## src/rtl/uart_rx_frame_parser.sv

```systemverilog
// UART byte-stream frame parser: header/cmd/len/payload/checksum, payload buffered for a held frame.
// Optional inter-byte timeout enabled by defining UART_FRAME_TIMEOUT_EN.
module uart_rx_frame_parser #(
  parameter int         MAX_LEN     = 64,
  parameter int         AW          = 6,
  parameter logic [7:0] HDR0        = 8'h55,
  parameter logic [7:0] HDR1        = 8'hAA,
  parameter int         TIMEOUT_CYC = 100000
) (
  input  logic          clk_i,
  input  logic          rst_n_i,
  input  logic [7:0]    rx_data_i,
  input  logic          rx_done_i,
  output logic          frame_valid_o,
  output logic [7:0]    frame_cmd_o,
  output logic [7:0]    frame_len_o,
  input  logic          frame_ack_i,
  input  logic [AW-1:0] rd_addr_i,
  output logic [7:0]    rd_data_o,
  output logic          err_o,
  output logic [1:0]    err_code_o,
  output logic [7:0]    drop_cnt_o
);

`ifdef UART_FRAME_TIMEOUT_EN
  localparam bit TMO_EN = 1'b1;
`else
  localparam bit TMO_EN = 1'b0;
`endif

  localparam logic [7:0]  MAX_LEN_B = 8'(MAX_LEN);
  localparam logic [16:0] TMO_LAST  = 17'(TIMEOUT_CYC - 1);

  typedef enum logic [2:0] {
    S_H0, S_H1, S_CMD, S_LEN, S_PAY, S_CSUM, S_HOLD
  } state_t;

  typedef enum logic [1:0] {
    ERR_NONE = 2'd0, ERR_LEN = 2'd1, ERR_CSUM = 2'd2, ERR_TMO = 2'd3
  } err_t;

  state_t      state;
  logic [7:0]  cmd_q;
  logic [7:0]  len_q;
  logic [7:0]  csum;
  logic [7:0]  idx;
  logic [16:0] tmo_cnt;
  logic        timed;
  logic        tmo_hit;
  logic        wr_en;

  logic [7:0]  mem [2**AW];

  // NOTE: always_comb outputs are assigned on every path so no latch is inferred.
  always_comb begin
    timed   = 1'b0;
    timed   = state inside {S_H1, S_CMD, S_LEN, S_PAY, S_CSUM};
    tmo_hit = TMO_EN && timed && !rx_done_i && (tmo_cnt == TMO_LAST);
    wr_en   = rx_done_i && (state == S_PAY);
  end

  // NOTE: sequential state uses non-blocking assignments so all flops update from pre-edge values.
  always_ff @(posedge clk_i or negedge rst_n_i) begin
    if (!rst_n_i) begin
      state         <= S_H0;
      cmd_q         <= 8'd0;
      len_q         <= 8'd0;
      csum          <= 8'd0;
      idx           <= 8'd0;
      tmo_cnt       <= 17'd0;
      frame_valid_o <= 1'b0;
      frame_cmd_o   <= 8'd0;
      frame_len_o   <= 8'd0;
      err_o         <= 1'b0;
      err_code_o    <= ERR_NONE;
      drop_cnt_o    <= 8'd0;
    end else begin
      err_o <= 1'b0;

      // Counter runs only while waiting for a byte inside a frame; any byte or expiry clears it.
      if (TMO_EN && timed && !rx_done_i && !tmo_hit) tmo_cnt <= tmo_cnt + 17'd1;
      else                                           tmo_cnt <= 17'd0;

      if (tmo_hit) begin
        err_o      <= 1'b1;
        err_code_o <= ERR_TMO;
        state      <= S_H0;
      end else begin
        unique case (state)
          S_H0: if (rx_done_i && rx_data_i == HDR0) state <= S_H1;

          S_H1: if (rx_done_i) begin
            if (rx_data_i == HDR1)      state <= S_CMD;
            else if (rx_data_i != HDR0) state <= S_H0;
          end

          S_CMD: if (rx_done_i) begin
            cmd_q <= rx_data_i;
            csum  <= rx_data_i;
            state <= S_LEN;
          end

          S_LEN: if (rx_done_i) begin
            len_q <= rx_data_i;
            csum  <= csum + rx_data_i;
            idx   <= 8'd0;
            if (rx_data_i > MAX_LEN_B) begin
              err_o      <= 1'b1;
              err_code_o <= ERR_LEN;
              state      <= S_H0;
            end else if (rx_data_i == 8'd0) begin
              state <= S_CSUM;
            end else begin
              state <= S_PAY;
            end
          end

          S_PAY: if (rx_done_i) begin
            csum <= csum + rx_data_i;
            idx  <= idx + 8'd1;
            if (idx == len_q - 8'd1) state <= S_CSUM;
          end

          S_CSUM: if (rx_done_i) begin
            if (rx_data_i == csum) begin
              frame_valid_o <= 1'b1;
              frame_cmd_o   <= cmd_q;
              frame_len_o   <= len_q;
              state         <= S_HOLD;
            end else begin
              err_o      <= 1'b1;
              err_code_o <= ERR_CSUM;
              state      <= S_H0;
            end
          end

          S_HOLD: begin
            if (rx_done_i && drop_cnt_o != 8'hFF) drop_cnt_o <= drop_cnt_o + 8'd1;
            if (frame_ack_i) begin
              frame_valid_o <= 1'b0;
              state         <= S_H0;
            end
          end

          default: state <= S_H0;
        endcase
      end
    end
  end

  // NOTE: the payload RAM has no reset; its contents are meaningful only for a held frame.
  always_ff @(posedge clk_i) begin
    if (wr_en) mem[idx[AW-1:0]] <= rx_data_i;
  end

  always_ff @(posedge clk_i or negedge rst_n_i) begin
    if (!rst_n_i) rd_data_o <= 8'd0;
    else          rd_data_o <= mem[rd_addr_i];
  end

endmodule

```

## config.mk

```make
export PLATFORM = sky130hd
export DESIGN_NAME = uart_rx_frame_parser
export DESIGN_NICKNAME = d
export VERILOG_FILES = /design/src/rtl/uart_rx_frame_parser.sv
export SDC_FILE = /design/constraint.sdc
export NUM_CORES = 1
export LEC_CHECK = 0
export ABC_AREA = 1
export CAP_MARGIN = 10
export CORE_MARGIN = 10
export CORE_UTILIZATION = 45
export DETAILED_ROUTE_END_ITERATION = 6
export PLACE_DENSITY = 0.62
export SYNTH_ARGS = -nofsm -noshare
export SYNTH_HDL_FRONTEND = slang
export SYNTH_SLANG_ARGS = --single-unit
```

## constraint.sdc

```tcl
create_clock -name clk_i -period 2.8 [get_ports clk_i]
set_input_delay 0.42 -clock clk_i [delete_from_list [all_inputs] [get_ports clk_i]]
set_output_delay 0.42 -clock clk_i [all_outputs]
set_load 0.01 [all_outputs]
```

Word-level counts from Yosys, hierarchy flattened
Memory sizes are Yosys's and may differ from the RTL's. A register that Yosys moved wholly into a read port is not among the register bits. Cells that the tools add are included.

Flip-flop bits (word level): 63. Memory bits (writable): 512. Bits of input ports: 18. Output and inout port bits: 36. Word-level logic and storage cells: 98. Memories kept: 1.

Add/sub/neg operators: 4. $lt $le $gt $ge: 1. Equal/unequal tests: 25. Multiplexer cells: 36. Reduce and logical (&&, ||, !) cells: 20.

Memory list: mem (depth 64, width 8, read ports 1, clocked after Yosys merged registers in 1, write ports 1, line 52) `logic [7:0] mem [2**AW];`.

Operators with widths (number): $mux W3 (12); $mux W8 (4); $pmux W8 S2 (2); $pmux W3 S7 (1); $add A8 B1 Y8 const B (2); $eq A8 B8 Y1 (2); $ne A2 B2 Y1 const B (8); $mux W1 (10); $eq A3 B3 Y1 const B (3); $reduce_and A3 Y1 (3); $reduce_and A9 Y1 (1); $add A8 B8 Y8 (1); $eq A8 B7 Y1 const B (1); $eq A8 B8 Y1 const B (1); $gt A8 B7 Y1 const B (1); $logic_not A8 Y1 (1); $mux W2 (4); $ne A2 B1 Y1 const B (4); $ne A8 B7 Y1 const B (1); $ne A8 B8 Y1 const B (1); $reduce_bool A2 Y1 (4); $sub A8 B1 Y8 const B (1); $eq A3 B2 Y1 const B (2); $reduce_and A2 Y1 (3); 10 further kinds (13).

Logic depth before layout (Yosys ltp)
Gate-level depths: netlist of the first run.

Depth after elaboration: 5. Depth in mapped cells: 14. Gate-level depth less buffers: 14.

Worst setup path before layout of the first run
OpenSTA, ideal clock, no wires.

Path type: flip-flop to flip-flop. Start point: reg state[0]. End point: mem mem[13][0], enable pin. Data arrival time: 1.700 ns. Slack: 0.729 ns. Cell stages (with the launch flop): 8. Cell sequence: dfrtp_1 > inv_2 > nand2_1 > nor2_1 > nand2_1 > nor2_1 > nand3_1 > nor2_1.

Longest elaborated chain between the ends: 4.

Ends and longest elaborated chain: start: declaration (line 42) `state_t state;`; start signal: assignment (line 65) `state <= S_H0;`; start signal: assignment (line 87) `state <= S_H0;`; start signal: assignment (line 90) `S_H0: if (rx_done_i && rx_data_i == HDR0) state <= S_H1;`; $eq A3 B3 Y1 (line 59) `wr_en = rx_done_i && (state == S_PAY);`; $logic_and A1 B1 Y1 (line 59); $mux W1 (line 153) `if (wr_en) mem[idx[AW-1:0]] <= rx_data_i;`; $mux W1 (not written as such) (line 153); end: declaration (line 52).

No other way between the ends.

Worst setup path after layout of the first run
Start point: reg state[1]. End point: mem mem[31][3], enable pin.

Same word-level chain as after synthesis.

==> results of run 1 <==
[repair_timing]
item | CTS | global route
setup endpoints to repair | 0 | 0
endpoints found under the hold margin | 34 | 0
hold buffers | 1 | 0
buffers inserted | 0 | 0
[critical path, delay by kind of cell, from the launching register on]
kind          cells  cell delay, ns
flops             1            0.43
simple gates      5            1.08
buf+inv           3            0.50
[stage by stage]
step	util, %	area [sq um]	instances	total power, uW
6_report	52.93	27980	2976	19480
3_3_place_gp	49.23	26030	2859	11720
2_1_floorplan	-	24210	2113	11060
4_1_cts	52.92	27980	2974	19590
3_5_place_dp	49.23	26030	2859	11750
5_1_grt	52.92	27980	2974	20180
[placed cells by master, fill, tap and decap left out, drive strengths merged, types with 3 or more instances in the layout]
cell | synthesis | routed
nor2 | 337 | 337
nand2 | 399 | 399
xnor2 | 6 | 6
nor4 | 4 | 4
o21ai | 284 | 284
o22ai | 123 | 123
a21oi | 27 | 27
ha | 10 | 10
nand4 | 6 | 6
dfrtp | 71 | 71
clkinv | 1 | 22
edfxtp | 512 | 512
clkbuf | 58 | 85
clkdlybuf4s50 | 0 | 41
inv | 75 | 76
nor3 | 12 | 12
clkinvlp | 0 | 3
bufinv | 0 | 4
xor2 | 7 | 7
buf | 59 | 134
nand3 | 103 | 103
[state kept, by name, summed over array words and instances (netlist names)]
name,cells
cmd_q,8
frame_cmd_o,8
err_code_o,2
state,3
rd_data_o,8
idx,8
err_o,1
frame_len_o,8
frame_valid_o,1
mem,512
csum,8
len_q,8
drop_cnt_o,8
[kinds of logic after synthesis]
group,share of synthesized area (%)
adder cells (fa/ha/maj),0.5995
multiplexers,0.04651
AO/OA/AOI/OAI,10.20
flip-flops,70.84
buffers and inverters,3.457
AND/OR/NAND/NOR,14.38
XOR/XNOR,0.4703
[Yosys cell counts (2+ instances only)]
| library cell | instances |
|---|---|
| edfxtp_1 | 512 |
| buf_6 | 4 |
| nand2_1 | 390 |
| buf_1 | 9 |
| nor2_1 | 335 |
| buf_4 | 9 |
| nand2_2 | 8 |
| o32ai_1 | 2 |
| clkbuf_1 | 57 |
| inv_1 | 62 |
| xnor2_1 | 6 |
| nand3_1 | 102 |
| a32oi_1 | 2 |
| ha_1 | 10 |
| a41oi_1 | 2 |
| xor2_1 | 7 |
| buf_2 | 37 |
| nor3_2 | 2 |
| o21ai_0 | 188 |
| o22ai_1 | 123 |
| or2_1 | 2 |
| nand4_1 | 6 |
| o21ai_2 | 9 |
| o21a_1 | 2 |
| o21bai_1 | 2 |
| inv_2 | 13 |
| a31oi_1 | 2 |
| o21ai_1 | 87 |
| nor4_1 | 3 |
| nor2_2 | 2 |
| nor3_1 | 10 |
| a21oi_1 | 27 |
| dfrtp_1 | 71 |
[routing by layer]
metal	global-route usage, %	vias to the layer above	wire (um)	share of wire, %
li1	-	7744	-	-
met1	27.52	8236	27600	42
met2	32.56	684	30630	47
met3	4.123	132	5409	8.3
met4	6.509	0	1835	2.8
met5	0	-	0	0
[power groups by stage]
stage	logic (uW)	clock network, uW	registers [uW]
floorplan	1210	0	9850
global placement	1850	0	9870
detailed placement	1870	0	9880
CTS	1880	8010	9700
global route	2120	8340	9710
finish	1890	7880	9700
[final timing paths]
kind,start,to,cells after the start
max in group asynchronous,rst_n_i,cmd_q[5],3
hold / removal,rx_data_i[1],csum[1],3
min in group asynchronous,rst_n_i,drop_cnt_o[3],2
setup / recovery,state[1],mem[31][3],8
setup reg to reg,state[1],mem[31][3],8
hold reg to reg,frame_len_o[6],frame_len_o[6],2
[cell type report]
| type | count | share of cell area (%) |
|---|---|---|
| Sequential cell | 583 | 61.29 |
| Clock inverter | 29 | 1.024 |
| Timing Repair Buffer | 176 | 5.388 |
| Inverter | 76 | 1.046 |
| Tap cell | 688 | 3.076 |
| Clock buffer | 85 | 5.916 |
| Antenna cell | 2 | 0.01789 |
| Multi-Input combinational cell | 1337 | 22.24 |
==> results_dict.tcl, run 1 <==
set metrics [dict create \
    p_leak_uw 0.01023 \
    period_share_pct 82.41 \
    initial_core_util_pct 45.80 \
    worst_slew_pin_slew_ns 0.9649 \
    port_buffers 53 \
    switching_share_pct 24.65 \
    rows 84 \
    multi_input_area_sq_mm 0.006222 \
    slowest_stage "dfrtp_1" \
    dp_hpwl_mm 41.24 \
    seq_area_sq_mm 0.01715 \
    rrSetupSlack_ns 0.49 \
    period_needed_ns 2.308 \
    grt_max_degree 115 \
    routed_wl_mm 65.48 \
    die_h_um 252.0 \
    yosys_warnings 0 \
    syn_area_sq_mm 0.02421 \
    drtAntennaViolNets 0 \
    grtUsageTotal_pct 20.35 \
    ys_top_cells_by_area "edfxtp_1 64%, dfrtp_1 7.3%, nand2_1 6.0%" \
    fin_setup_tns_ns 0 \
    synth-seq-cells 583 \
    area_growth_pct 15.58 \
    finalHoldViolations 0 \
    die_area_sq_mm 0.06348 \
    p_int_uw 14680 \
    critPathRequiredTime_ns 3.14 \
    synth_top_cell_by_area "edfxtp_1" \
    drv_slew 0 \
    clock_latency_ns 0.64 \
    via_per_inst 5.644 \
    outcome "finished, final reports clean" \
    clock_skew_ns 0.02526 \
    hold_path.class "input pin to flip-flop" \
    seq_area_frac_synth_pct 70.84 \
    tritoncts "yes" \
    root_buffer "clkbuf_16" \
    first_iter_violations 2094 \
    syn_area_per_cell_sq_um 11.46 \
    core-area_sq_mm 0.05287 \
    synth_cell_types 43 \
    synth_fp_nets 2142 \
    ys.flop_type "edfxtp_1" \
    drc_errors 0 \
    async_flop_share_pct 12.18 \
    power_per_cell_area_mw_per_mm2 696.0 \
    p_sw_uw 4801 \
    grt.overflow.total 0 \
    post_cts_resized 0 \
    cp-end-kind "flip-flop" \
    path_clk_slew_ns 0.06 \
    slew_headroom_pct 35.68 \
    arrival_ns 2.64 \
    boundaryPins 54 \
    wl_per_cell_um 22.00 \
    netlist.area_leader.share_pct 63.50 \
    drive_gt1_share_pct 11.59 \
    irDropWorstVdd_mv 0.7216 \
    gp_congestion 0.9218 \
    fin_worst_hold_slack_ns 0.1721 \
    path_class "flip-flop to flip-flop" \
    place_ws_ns 0.4076 \
    drtPass1Iterations 5 \
    cpMostUsedCell "nand2_1" \
    setup_ws_ns 0.4924 \
    num-fill-cells 4520 \
    grt_antenna_before_repair 6 \
    power_frac_clock_pct 40.5 \
    drv_cap 0 \
    rsz0062_at_grt "false" \
    combPwrFrac_pct 9.7 \
    seqPwrFrac_pct 49.8 \
    cp_max_fo 8 \
    htree_num_levels 2 \
    cts.sinks 583 \
    critPathLaunchType "flip-flop" \
    max_stage_delay_ns 0.43 \
    max_freq_ghz 0.4334 \
    routed-via-count 16800 \
    cts_made_buffers 60 \
    grt_pass1_wl_mm 99.28 \
    syn_inst 2113 \
    synth_edf_count 512 \
    cts.path.max_buffers 3 \
    layout.nets 2263 \
    setup_violations 0 \
    die_w_um 252.0 \
    crit_chain "inv_2 > nand2_1 > nor2_1 > nand2_1 > inv_1 > nand2_1 > nor2_1 > buf_4" \
    grt_pass1_vias 16480 \
]
(Power assumes the default switching activity.)
==> run 2: changes to the inputs <==
PLACE_DENSITY = 0.64   (was 0.62)
clock period = 2 ns   (was 2.8 ns; I/O delays follow)
==> results_dict.tcl, run 2 (synthesis gave the netlist of run 1 again) <==
set metrics [dict create \
    finalPower_uw 28010 \
    grt_pass1_wl_mm 101.7 \
    grt_max_degree 71 \
    die_h_um 252.0 \
    slowest_stage "dfrtp_1" \
    routed-via-count 17050 \
    drv_slew 0 \
    cts.sinks 583 \
    period_share_pct 96.81 \
    slew_headroom_pct 43.92 \
    critPathRequiredTime_ns 2.32 \
    cts.path.max_buffers 3 \
    drive_gt1_share_pct 14.83 \
    core-area_sq_mm 0.05287 \
    irDropWorstVdd_mv 0.8420 \
    multi_input_area_sq_mm 0.006275 \
    critPathLaunchType "flip-flop" \
    wl_per_cell_um 22.13 \
    boundaryPins 54 \
    max_freq_ghz 0.5165 \
    worst_slew_pin_slew_ns 0.8412 \
    finalHoldViolations 0 \
    place_inst 2922 \
    period_needed_ns 1.936 \
    stdcell_count 3035 \
    setup_violations 0 \
    arrival_ns 2.26 \
    p_leak_uw 0.01067 \
    seq_area_sq_mm 0.01715 \
    num-fill-cells 4356 \
    root_buffer "clkbuf_16" \
    grt.overflow.total 0 \
    port_buffers 53 \
    clock_skew_ns 0.02039 \
    rsz0062_at_grt "true" \
    fin_worst_hold_slack_ns 0.1596 \
    cts_made_buffers 59 \
    placed_area_sq_mm 0.02676 \
    largest_reg_flops 512 \
    grt_antenna_before_repair 3 \
    hold_path.class "input pin to flip-flop" \
    final_common_cell "edfxtp_1" \
    drtPass1Iterations 6 \
    cp_max_fo 8 \
    cp-end-kind "flip-flop" \
    hold_depth 3 \
    via_per_inst 5.619 \
    drc_errors 0 \
    routed_wl_mm 67.18 \
    stdcell_area_sq_mm 0.02881 \
    grtUsageTotal_pct 20.96 \
    tritoncts "yes" \
    layout.nets 2325 \
    initial_core_util_pct 45.80 \
    max_stage_delay_ns 0.39 \
    die_area_sq_mm 0.06348 \
    grt_pass1_vias 17090 \
    gp_congestion 0.8974 \
    cts_setup_buffers 0 \
    path_clk_slew_ns 0.06 \
    cpMostUsedCell "buf_4" \
    r2r_cells 9 \
    path_class "flip-flop to flip-flop" \
    area_growth_pct 18.98 \
    final_cell_mix "512 x edfxtp_1, 388 x nand2_1, 318 x nor2_1, 187 x o21ai_0, 160 x buf_4" \
    crit_chain "inv_2 > nand2_1 > nor2_2 > nand2_2 > nor2_4 > nand3_1 > buf_4 > nor2_1 > buf_4" \
    drv_cap 0 \
    htree_num_levels 2 \
    die_w_um 252.0 \
    dp_hpwl_mm 42.88 \
    clock_latency_ns 0.63 \
    outcome "finished, final reports clean" \
    power_per_cell_area_mw_per_mm2 972.3 \
    rows 84 \
    drtAntennaViolNets 0 \
    first_iter_violations 1894 \
]
==> run 2: layout make-up <==
| type | instances | share of cell area, % |
|---|---|---|
| sequential | 583 | 59.54 |
| multi-input combinational | 1337 | 21.78 |
| timing repair buffer | 239 | 7.671 |
| clock buffer | 71 | 5.499 |
| tap | 688 | 2.988 |
| clock inverter | 40 | 1.494 |
| inverter | 76 | 1.016 |
| antenna | 1 | 0.008687 |
==> run 2: metal layers <==
| metal | up-vias | global-route usage, % | share of wire (%) |
|---|---|---|---|
| met5 | - | 0 | 0.027 |
| met1 | 8341 | 26.62 | 40 |
| met3 | 148 | 4.143 | 7.5 |
| met2 | 696 | 34.98 | 49 |
| met4 | 2 | 8.136 | 3.4 |
| li1 | 7866 | - | - |
==> run 2: worst max-delay path, delay by kind of cell, from the launching register on <==
family,cells,cell delay (ns)
simple gates,6,0.78
buf+inv,3,0.46
flops,1,0.39
==> run 2: power breakdown <==
part	switching (uW)	internal, uW	leakage (uW)
logic	1920	1080	0.00417
clock network	4650	6790	0.000994
registers	159	13400	0.00550
total	6730	21300	0.0107
==> run 2: per-stage QoR <==
stage               util, %  TNS [ns]  setup slack (ns)
finish                54.49         0           0.06383
global route          54.49   -0.4385          -0.02113
CTS                   54.47         0          0.007118
detailed placement    50.62    -38.88           -0.2149
global placement      50.62    -27.41           -0.1861
floorplan                 -    -21.52          -0.07056
==> run 2: timing repair <==
action	in CTS	in global routing
hold buffers	1	0
endpoints found under the hold margin	27	0
pin swaps	0	0
endpoints found under the setup margin	29	396
gates cloned	0	0
resized for setup	2	4
==> run 2: final timing paths <==
path / start / to / slack [ns]
max in group asynchronous: rst_n_i / idx[4] / 1.23
worst max register to register: state[1] / mem[28][7] / 0.06
min in group asynchronous: rst_n_i / err_code_o[1] / 0.19
worst min-delay path: rx_data_i[7] / len_q[7] / 0.16
worst min register to register: frame_cmd_o[2] / frame_cmd_o[2] / 0.47
worst max-delay path: state[1] / mem[28][7] / 0.06
==> run 3: changes to the inputs <==
==> constraint.sdc (replaced) <==
create_clock -name clk_i -period 2 [get_ports clk_i]
set_input_delay 0.3 -clock clk_i [delete_from_list [all_inputs] [get_ports clk_i]]
set_output_delay 0.3 -clock clk_i [all_outputs]
set_load 0.005 [all_outputs]
==> results of run 3 <==
The final DEF is identical to that of run 2. Status: finished, final reports clean.
Main changes from that run: total power 28010 uW -> 28000 uW; worst IR drop on VDD 0.8420 mV -> 0.8417 mV
